### src/rtl/atm_pin_entry.sv
// -----------------------------------------------------------------------------
// atm_pin_entry
//   Terminal-side PIN entry sequencer. Collects keypad digits, offers the packed
//   PIN to the PIN comparator (pin_valid held until cmp_done), consumes the
//   compare result and decides between session grant, retry, or card eject
//   (retry limit or inactivity).
//
// Ports
//   clk, rst_n      clock (rising edge), asynchronous active-low reset
//   card_in         card present level; dropping it aborts any session
//   key_valid       one-cycle key strobe qualifying key_code
//   key_code        0-9 digit, 0xA clear, 0xB enter, 0xC-0xF ignored
//   pin_out         packed BCD PIN, first digit in the most significant nibble
//   pin_valid       request to the comparator, held until cmp_done
//   cmp_done        comparator response strobe
//   cmp_match       compare result, qualified by cmp_done
//   session_ok      PIN accepted (level)
//   eject_tries     eject because the retry limit was reached (level)
//   eject_timeout   eject because of inactivity (level)
//   tries_left      remaining wrong-PIN attempts
//   digit_count     digits currently entered
//   tempo           TIMEOUT_CYC minus idle count while timing, else 0
// -----------------------------------------------------------------------------
module atm_pin_entry #(
  parameter int DIGITS      = 4,    // 2..7
  parameter int MAX_TRIES   = 3,    // 1..7
  parameter int TIMEOUT_CYC = 300   // 1..511
) (
  input  logic                  clk,
  input  logic                  rst_n,
  input  logic                  card_in,
  input  logic                  key_valid,
  input  logic [3:0]            key_code,
  output logic [4*DIGITS-1:0]   pin_out,
  output logic                  pin_valid,
  input  logic                  cmp_done,
  input  logic                  cmp_match,
  output logic                  session_ok,
  output logic                  eject_tries,
  output logic                  eject_timeout,
  output logic [2:0]            tries_left,
  output logic [2:0]            digit_count,
  output logic [8:0]            tempo
);

  typedef enum logic [2:0] {
    S_IDLE,
    S_ENTRY,
    S_WAIT,
    S_GRANTED,
    S_EJECT
  } state_t;

  localparam logic [3:0] KEY_CLEAR = 4'hA;
  localparam logic [3:0] KEY_ENTER = 4'hB;
  localparam logic [2:0] DIGITS_L  = 3'(DIGITS);
  localparam logic [2:0] TRIES_L   = 3'(MAX_TRIES);
  localparam logic [8:0] TIMEOUT_L = 9'(TIMEOUT_CYC);

  state_t               state_q, state_d;
  logic [4*DIGITS-1:0]  pin_q, pin_d;
  logic [2:0]           cnt_q, cnt_d;
  logic [2:0]           tries_q, tries_d;
  logic [8:0]           idle_q, idle_d;
  logic                 ej_tries_q, ej_tries_d;
  logic                 ej_to_q, ej_to_d;

  logic [8:0]           idle_inc;
  logic                 expire;
  logic                 is_digit;

  // Saturating idle count; expiry is flagged on the edge where the count
  // would reach TIMEOUT_CYC, so the eject flag and tempo=0 appear together.
  assign idle_inc = (idle_q == TIMEOUT_L) ? idle_q : idle_q + 9'd1;
  assign expire   = (idle_inc == TIMEOUT_L);
  assign is_digit = (key_code <= 4'd9);

  // NOTE: every signal assigned in this block gets a default first, so no
  // path leaves a value unassigned and no latch is inferred.
  always_comb begin
    state_d    = state_q;
    pin_d      = pin_q;
    cnt_d      = cnt_q;
    tries_d    = tries_q;
    idle_d     = idle_q;
    ej_tries_d = ej_tries_q;
    ej_to_d    = ej_to_q;

    if (state_q != S_IDLE && !card_in) begin
      // Card pulled: abort from anywhere and return to reset values.
      state_d    = S_IDLE;
      pin_d      = '0;
      cnt_d      = '0;
      tries_d    = TRIES_L;
      idle_d     = '0;
      ej_tries_d = 1'b0;
      ej_to_d    = 1'b0;
    end else begin
      unique case (state_q)
        S_IDLE: begin
          if (card_in) begin
            state_d = S_ENTRY;
            pin_d   = '0;
            cnt_d   = '0;
            tries_d = TRIES_L;
            idle_d  = '0;
          end
        end

        S_ENTRY: begin
          if (key_valid) begin
            // Any strobe, even an ignored code, counts as activity.
            idle_d = '0;
            if (is_digit) begin
              if (cnt_q < DIGITS_L) begin
                pin_d = {pin_q[4*DIGITS-5:0], key_code};
                cnt_d = cnt_q + 3'd1;
              end
            end else if (key_code == KEY_CLEAR) begin
              pin_d = '0;
              cnt_d = '0;
            end else if (key_code == KEY_ENTER && cnt_q == DIGITS_L) begin
              state_d = S_WAIT;
            end
          end else if (expire) begin
            state_d = S_EJECT;
            ej_to_d = 1'b1;
            idle_d  = idle_inc;
          end else begin
            idle_d = idle_inc;
          end
        end

        S_WAIT: begin
          // cmp_done takes priority over a same-cycle expiry.
          if (cmp_done) begin
            if (cmp_match) begin
              state_d = S_GRANTED;
            end else if (tries_q > 3'd1) begin
              state_d = S_ENTRY;
              tries_d = tries_q - 3'd1;
              pin_d   = '0;
              cnt_d   = '0;
              idle_d  = '0;
            end else begin
              state_d    = S_EJECT;
              tries_d    = '0;
              ej_tries_d = 1'b1;
            end
          end else if (expire) begin
            state_d = S_EJECT;
            ej_to_d = 1'b1;
            idle_d  = idle_inc;
          end else begin
            idle_d = idle_inc;
          end
        end

        // GRANTED and EJECT hold until the card is removed.
        default: ;
      endcase
    end
  end

  // NOTE: sequential state uses non-blocking assignments only, so every
  // register samples the pre-edge values computed above.
  always_ff @(posedge clk or negedge rst_n) begin
    if (!rst_n) begin
      state_q    <= S_IDLE;
      pin_q      <= '0;
      cnt_q      <= '0;
      tries_q    <= TRIES_L;
      idle_q     <= '0;
      ej_tries_q <= 1'b0;
      ej_to_q    <= 1'b0;
    end else begin
      state_q    <= state_d;
      pin_q      <= pin_d;
      cnt_q      <= cnt_d;
      tries_q    <= tries_d;
      idle_q     <= idle_d;
      ej_tries_q <= ej_tries_d;
      ej_to_q    <= ej_to_d;
    end
  end

  // Outputs are decoded from registers only, so each changes on the edge
  // after its cause.
  assign pin_out       = pin_q;
  assign pin_valid     = (state_q == S_WAIT);
  assign session_ok    = (state_q == S_GRANTED);
  assign eject_tries   = ej_tries_q;
  assign eject_timeout = ej_to_q;
  assign tries_left    = tries_q;
  assign digit_count   = cnt_q;
  assign tempo         = (state_q == S_ENTRY || state_q == S_WAIT) ? (TIMEOUT_L - idle_q) : 9'd0;

endmodule

### config.mk
export PLATFORM = sky130hd
export DESIGN_NAME = atm_pin_entry
export DESIGN_NICKNAME = d
export VERILOG_FILES = /design/src/rtl/atm_pin_entry.sv
export SDC_FILE = /design/constraint.sdc
export NUM_CORES = 1
export LEC_CHECK = 0
export CAP_MARGIN = 5
export CORE_ASPECT_RATIO = 1.4
export CORE_MARGIN = 10
export CORE_UTILIZATION = 57
export DETAILED_ROUTE_END_ITERATION = 8
export DONT_BUFFER_PORTS = 1
export PLACE_DENSITY = 0.75
export SLEW_MARGIN = 20
export SYNTH_ARGS = -nofsm -noshare
export SYNTH_HDL_FRONTEND = slang
export SYNTH_SLANG_ARGS = --single-unit
### constraint.sdc
create_clock -name clk -period 2.08 [get_ports clk]
set_clock_uncertainty 0.05 [all_clocks]
set_input_delay 0.416 -clock clk [delete_from_list [all_inputs] [get_ports clk]]
set_output_delay 0.416 -clock clk [all_outputs]
set_load 0.02 [all_outputs]
==> impl_metrics.tcl, run 1 <==
set metrics [dict create \
    ys_ff_latch 36 \
    synth_cells 253 \
    path_clk_slew_ns 0.07 \
    route.vias.total 1976 \
    fp.dieW_um 73.7 \
    setup_viol 7 \
    cap_viol_max_count 0 \
    sequential_to_total_area_share_from_yosys_stat_pct 39.3 \
    initial_utilization_pct 58.7 \
    hold_end "pin_out[0]" \
    floorplan.die.height_um 95.1 \
    final_critical_path_setup_slack_ns -0.0941 \
    grt_overflow_total 0 \
    layout_min_cycle_time_ns 2.17 \
    syn_to_final_growth_pct 18.5 \
    antenna_found_initial 0 \
    number_of_buffers_inserted_during_clock_tree_synthesis 5 \
    cp_slowest_cell "sky130_fd_sc_hd__dfrtp_1" \
    netlist_area_sq_um 2300 \
    min_path_cells 1 \
    ios 45 \
    route.detailed.drc 0 \
    power_density_nw_per_um2 727 \
    post-dp-hpwl_um 4170 \
    dpl_worst_slack_ns 0.0774 \
    slowest_delay_ns 0.40 \
    post-route-period-util_pct 105 \
    totalWireLength_um 5660 \
    clock-sinks 36 \
    first_pass_iters 4 \
    worstPathArrival_ns 1.71 \
    crit_reg_reg_startpoint "idle_q[0]" \
    timing_worst_slew_pin_value_ns 0.626 \
    worst_hold_slack_after_final_layout_ns 0.212 \
    status "finished with violations" \
    antennaDiodeCount 0 \
    report.power.total_w 0.00198 \
    design.core.area_sq_um 3920 \
    failed_checks "negative setup slack" \
    grt_setup_unrepaired "yes" \
    net_count_of_the_mapped_netlist 269 \
    synth.yosys.warnings 0 \
    post_synth_num_cell_types 66 \
    final_util_pct 69.5 \
    cp.required_ns 1.61 \
    initial_drc_count 113 \
    drt-wirelength-per-cell_um 17.6 \
    global_route.usage.total_pct 16.1 \
    finalMaxSlewViolations 0 \
    layout.cells.most_common "sky130_fd_sc_hd__dfrtp_1" \
    synth_edf_count 0 \
    gp_congestion 0.911 \
    post_route_cells_drive_above_1_share_pct 26.5 \
    r2r_cells 8 \
    die_area_sq_um 7010 \
    synthFlopType "sky130_fd_sc_hd__dfrtp_1" \
    regToRegEndpoint "eject_timeout" \
    hold_startpoint "key_code[0]" \
    finalHoldViolCount 0 \
    irDropWorstVdd_mv 0.638 \
    net_count_of_the_finished_layout 294 \
    detail-route-antenna-nets 0 \
    numPortBuffers 0 \
    layout.cells.most_common_list "sky130_fd_sc_hd__dfrtp_1, sky130_fd_sc_hd__buf_4, sky130_fd_sc_hd__nor2_1" \
    totalNegativeSetupSlack_ns -0.421 \
    regToRegSetupSlack_ns -0.03 \
    worst_setup_path_start_kind "register" \
    ys_async_sr_fraction_pct 100 \
    fillers 332 \
    critical_path.endpoint_type "output pin" \
    max_slew_margin_pct 58.0 \
    cts.htree.levels 2 \
    worstSkewPairLatency_ns 0.29 \
    worst_hold_path_type "in2reg" \
    critPathMaxFanout 2 \
    global_route_wire_length_before_repair_um 9160 \
    cellLeakagePower_nw 1.23 \
    cts_root_buffer "sky130_fd_sc_hd__clkbuf_8" \
    timing.fmax_mhz 460 \
    grt_max_degree 37 \
    route.detailed.vias_per_inst 6.14 \
    num_rows 27 \
    syn_avg_cell_area_sq_um 9.08 \
    cts_tree "done" \
    clk_path_buf_depth 2 \
    first_global_vias 2009 \
    critical_path_class "reg2out" \
    critical_path.cell_chain "inv_2 > ha_4 > and3b_2 > o21ai_4 > nand2_2 > xnor2_2 > nor2_4" \
]
## worst max-delay path by stage
| stage | from | endpoint | depth (start not counted) |
|---|---|---|---|
| after global routing | idle_q[1] | tempo[8] | 7 |
| after floorplan | idle_q[0] | tempo[8] | 8 |
| after detailed placement | idle_q[1] | tempo[8] | 7 |
| after CTS | idle_q[1] | tempo[8] | 7 |
| final | idle_q[1] | tempo[8] | 7 |
| after global placement | idle_q[1] | tempo[8] | 7 |
## flip-flops by register name, summed over array words and instances, names as in the netlist
signal / count
eject_timeout: 1
idle_q: 9
pin_out: 16
tries_left: 3
state_q: 3
eject_tries: 1
digit_count: 3
## what timing repair did
action	CTS	global route
buffers inserted	5	3
hold endpoints to repair	36	0
endpoints found under the setup margin	5	12
pin swaps	7	8
resized for setup	9	11
hold buffers	2	0
## critical path: cells and delay by family (launching register included)
kind / cells / cell delay [ns]
AND/OR/NAND/NOR: 3 / 0.49
AO/OA/AOI/OAI: 1 / 0.15
adder cells (fa/ha/maj): 1 / 0.13
flip-flops: 1 / 0.40
XOR/XNOR: 1 / 0.15
buffers and inverters: 1 / 0.09
## logic make-up after synthesis
kind of cell | after synthesis | share of synthesized area [%]
simple gates | 99 | 24.2
compound gates | 73 | 22.4
flops | 36 | 39.3
buf+inv | 28 | 6.26
xor+xnor | 9 | 3.43
fa+ha+maj | 6 | 3.27
mux | 2 | 1.14
## cell type report
class	instances	area [sq um]	share of cell area [%]
inverters	12	45.0	1.65
clock inverters	3	42.5	1.56
clock buffers	5	68.8	2.53
multi-input cells	189	1310	48.2
well taps	43	53.8	1.98
flip-flops and latches	36	907	33.3
repair buffers	34	294	10.8
## stage by stage
step,instance area [sq um],cells
2_1_floorplan,2300,253
3_3_place_gp,2450,304
3_5_place_dp,2450,304
4_1_cts,2650,319
5_1_grt,2720,322
6_report,2720,322
## power by group
| group | total [W] | switching (W) | internal [W] |
|---|---|---|---|
| sequential | 0.000777 | 0.0000470 | 0.000730 |
| combinational | 0.000595 | 0.000323 | 0.000272 |
| clock | 0.000607 | 0.000252 | 0.000354 |
## layer usage
metal / GRT usage [%] / up-vias / wire [um]
li1: - / 964 / -
met1: 16.6 / 943 / 2100
met4: 7.48 / 0 / 115
met3: 4.47 / 9 / 407
met2: 29.0 / 60 / 3040
met5: 0 / - / 0
## cells in the mapped netlist (3+ instances only)
| library cell | count | area (sq um) |
|---|---|---|
| sky130_fd_sc_hd__dfrtp_1 | 34 | 851 |
| sky130_fd_sc_hd__nor2_1 | 27 | 101 |
| sky130_fd_sc_hd__nand2_1 | 17 | 63.8 |
| sky130_fd_sc_hd__o21ai_0 | 15 | 75.1 |
| sky130_fd_sc_hd__inv_1 | 12 | 45.0 |
| sky130_fd_sc_hd__a22o_1 | 10 | 87.6 |
| sky130_fd_sc_hd__a31oi_1 | 10 | 62.6 |
| sky130_fd_sc_hd__a21oi_1 | 8 | 40.0 |
| sky130_fd_sc_hd__clkbuf_1 | 7 | 26.3 |
| sky130_fd_sc_hd__ha_1 | 6 | 75.1 |
| sky130_fd_sc_hd__nand3_1 | 6 | 30.0 |
| sky130_fd_sc_hd__nor3_1 | 6 | 30.0 |
| sky130_fd_sc_hd__xnor2_1 | 6 | 52.6 |
| sky130_fd_sc_hd__nor2b_1 | 5 | 31.3 |
| sky130_fd_sc_hd__buf_2 | 4 | 20.0 |
| sky130_fd_sc_hd__nand4_1 | 4 | 25.0 |
| sky130_fd_sc_hd__nor3b_1 | 4 | 30.0 |
| sky130_fd_sc_hd__a22o_2 | 3 | 30.0 |
| sky130_fd_sc_hd__and2_1 | 3 | 18.8 |
| sky130_fd_sc_hd__and3_1 | 3 | 18.8 |
| sky130_fd_sc_hd__nand2b_1 | 3 | 18.8 |
| sky130_fd_sc_hd__o22ai_1 | 3 | 18.8 |
| sky130_fd_sc_hd__or3_1 | 3 | 18.8 |
| sky130_fd_sc_hd__xor2_1 | 3 | 26.3 |
Power figures use the tool's default switching activity.
==> inputs of run 2 (changes only) <==
Settings changed: REMOVE_ABC_BUFFERS from default to 1.
==> impl_metrics.tcl, run 2 (synthesized netlist as in run 1, its figures left out) <==
set metrics [dict create \
    setup_viol 7 \
    layout.cells.most_common "sky130_fd_sc_hd__buf_4" \
    largest_reg_flops 16 \
    worst_hold_slack_after_final_layout_ns 0.209 \
    worstPathArrival_ns 1.75 \
    multiInputGateArea_sq_um 1320 \
    cellLeakagePower_nw 1.26 \
    fp.dieW_um 73.7 \
    fillers 289 \
    antennaDiodeCount 0 \
    critical_path.endpoint_type "output pin" \
    initial_drc_count 97 \
    cts.htree.levels 2 \
    irDropWorstVdd_mv 0.705 \
    critPathMaxFanout 4 \
    grt_setup_unrepaired "yes" \
    route.vias.total 2061 \
    cp-endpoint "tempo[7]" \
    layout.area.seq_sq_um 906 \
    first_pass_iters 5 \
    post_route_cells_drive_above_1_share_pct 27.6 \
    detail-route-antenna-nets 0 \
    finalHoldViolCount 0 \
    gp_congestion 0.940 \
    design.core.area_sq_um 3920 \
    cp_slowest_cell "sky130_fd_sc_hd__dfrtp_1" \
    first_global_vias 1925 \
    slowest_delay_ns 0.42 \
    post-dp-hpwl_um 4120 \
    power_density_nw_per_um2 744 \
    detailed_place.area_sq_um 2470 \
    route.detailed.drc 0 \
    failed_checks "negative setup slack" \
    clock-sinks 36 \
    r2r_cells 10 \
    grt_max_degree 37 \
    numPortBuffers 0 \
    postLayoutCellArea_sq_um 2800 \
    cp.required_ns 1.61 \
    cts_tree "done" \
    worstSkewPairLatency_ns 0.29 \
    clk_path_buf_depth 2 \
    max_slew_margin_pct 51.4 \
    initial_utilization_pct 58.7 \
    global_route_wire_length_before_repair_um 9030 \
    critical_path_class "reg2out" \
    number_of_buffers_inserted_during_clock_tree_synthesis 5 \
    finalMaxSlewViolations 0 \
    final_critical_path_setup_slack_ns -0.132 \
    path_clk_slew_ns 0.08 \
    totalWireLength_um 6100 \
    drt-wirelength-per-cell_um 18.5 \
    grt_overflow_total 0 \
    crit_reg_reg_startpoint "idle_q[0]" \
    route.detailed.vias_per_inst 6.26 \
    layout_min_cycle_time_ns 2.21 \
    cp-startpoint "idle_q[1]" \
    die_area_sq_um 7010 \
    antenna_found_initial 0 \
    status "finished with violations" \
    cap_viol_max_count 0 \
    worst_setup_path_start_kind "register" \
    net_count_of_the_finished_layout 301 \
    floorplan.die.height_um 95.1 \
    timing.fmax_mhz 452 \
    critical_path.cell_chain "buf_6 > o21a_1 > a21o_1 > a21oi_2 > xor2_1 > nor2_1 > buf_4" \
    num_rows 27 \
    ios 45 \
    cts_root_buffer "sky130_fd_sc_hd__clkbuf_8" \
    final_util_pct 71.4 \
    layout.cells.most_common_list "sky130_fd_sc_hd__buf_4, sky130_fd_sc_hd__dfrtp_1, sky130_fd_sc_hd__nor2_1" \
    syn_to_final_growth_pct 21.8 \
    post-route-period-util_pct 106 \
    instances_no_fill 329 \
    global_route.usage.total_pct 15.9 \
    regToRegEndpoint "eject_timeout" \
    placed_cells_incl_taps 305 \
    worst_hold_path_type "in2reg" \
    timing_worst_slew_pin_value_ns 0.724 \
    regToRegSetupSlack_ns -0.03 \
]
-- run 2: changes by cell type in the layout (fill, tap and decap cells not counted), sizes merged --
cell / before / now
buf: 33 / 40
-- run 2: through the flow --
stage,TNS (ns),setup WS [ns],power (W)
after floorplan,-0.0722,-0.0722,0.00109
after global placement,0,0.0510,0.00125
after detailed placement,-0.00377,-0.00377,0.00126
after CTS,-0.496,-0.134,0.00193
after global routing,-1.05,-0.226,0.00216
final,-0.544,-0.132,0.00208
-- run 2: what timing repair did --
item                                    in CTS  in global routing
pin swaps                                    6                 12
endpoints found under the setup margin       9                 11
buffers inserted                             5                  9
hold buffers                                 2                  0
resized for setup                            9                 15
hold endpoints to repair                    36                  0
-- run 2: routing by layer --
layer | wire (um) | GRT usage, % | vias up
li1 | - | - | 976
met1 | 2160 | 16.3 | 963
met2 | 3130 | 28.6 | 102
met3 | 598 | 4.99 | 20
met4 | 212 | 7.17 | 0
met5 | 0 | 0 | -
-- run 2: worst max-delay path: cells and delay by family, from the launching register on --
kind / cells / cell delay (ns)
AO/OA/AOI/OAI: 3 / 0.53
flip-flops: 1 / 0.42
AND/OR/NAND/NOR: 1 / 0.05
XOR/XNOR: 1 / 0.16
buffers and inverters: 2 / 0.29
-- run 2: final cells by class --
| class | count | area share, % |
|---|---|---|
| multi-input combinational | 189 | 47.2 |
| sequential | 36 | 32.4 |
| timing repair buffer | 41 | 13.0 |
| clock buffer | 5 | 2.46 |
| tap | 43 | 1.92 |
| inverter | 12 | 1.61 |
| clock inverter | 3 | 1.52 |
-- run 2: worst min-delay path by stage --
| stage | start | endpoint | depth (start not counted) | slack [ns] |
|---|---|---|---|---|
| floorplan | rst_n | digit_count[0] | 0 | 0.07 |
| global placement | rst_n | pin_out[12] | 0 | 0.07 |
| detailed placement | rst_n | pin_out[8] | 0 | 0.07 |
| CTS | key_code[0] | pin_out[0] | 1 | 0.21 |
| global route | key_code[0] | pin_out[0] | 1 | 0.21 |
| finish | key_code[0] | pin_out[0] | 1 | 0.21 |
-- run 2: power by group --
| part | switching [W] | internal (W) | leakage [nW] |
|---|---|---|---|
| clock | 0.000253 | 0.000354 | 0.0541 |
| combinational | 0.000369 | 0.000319 | 0.716 |
| sequential | 0.0000566 | 0.000730 | 0.488 |
| total | 0.000678 | 0.00140 | 1.26 |
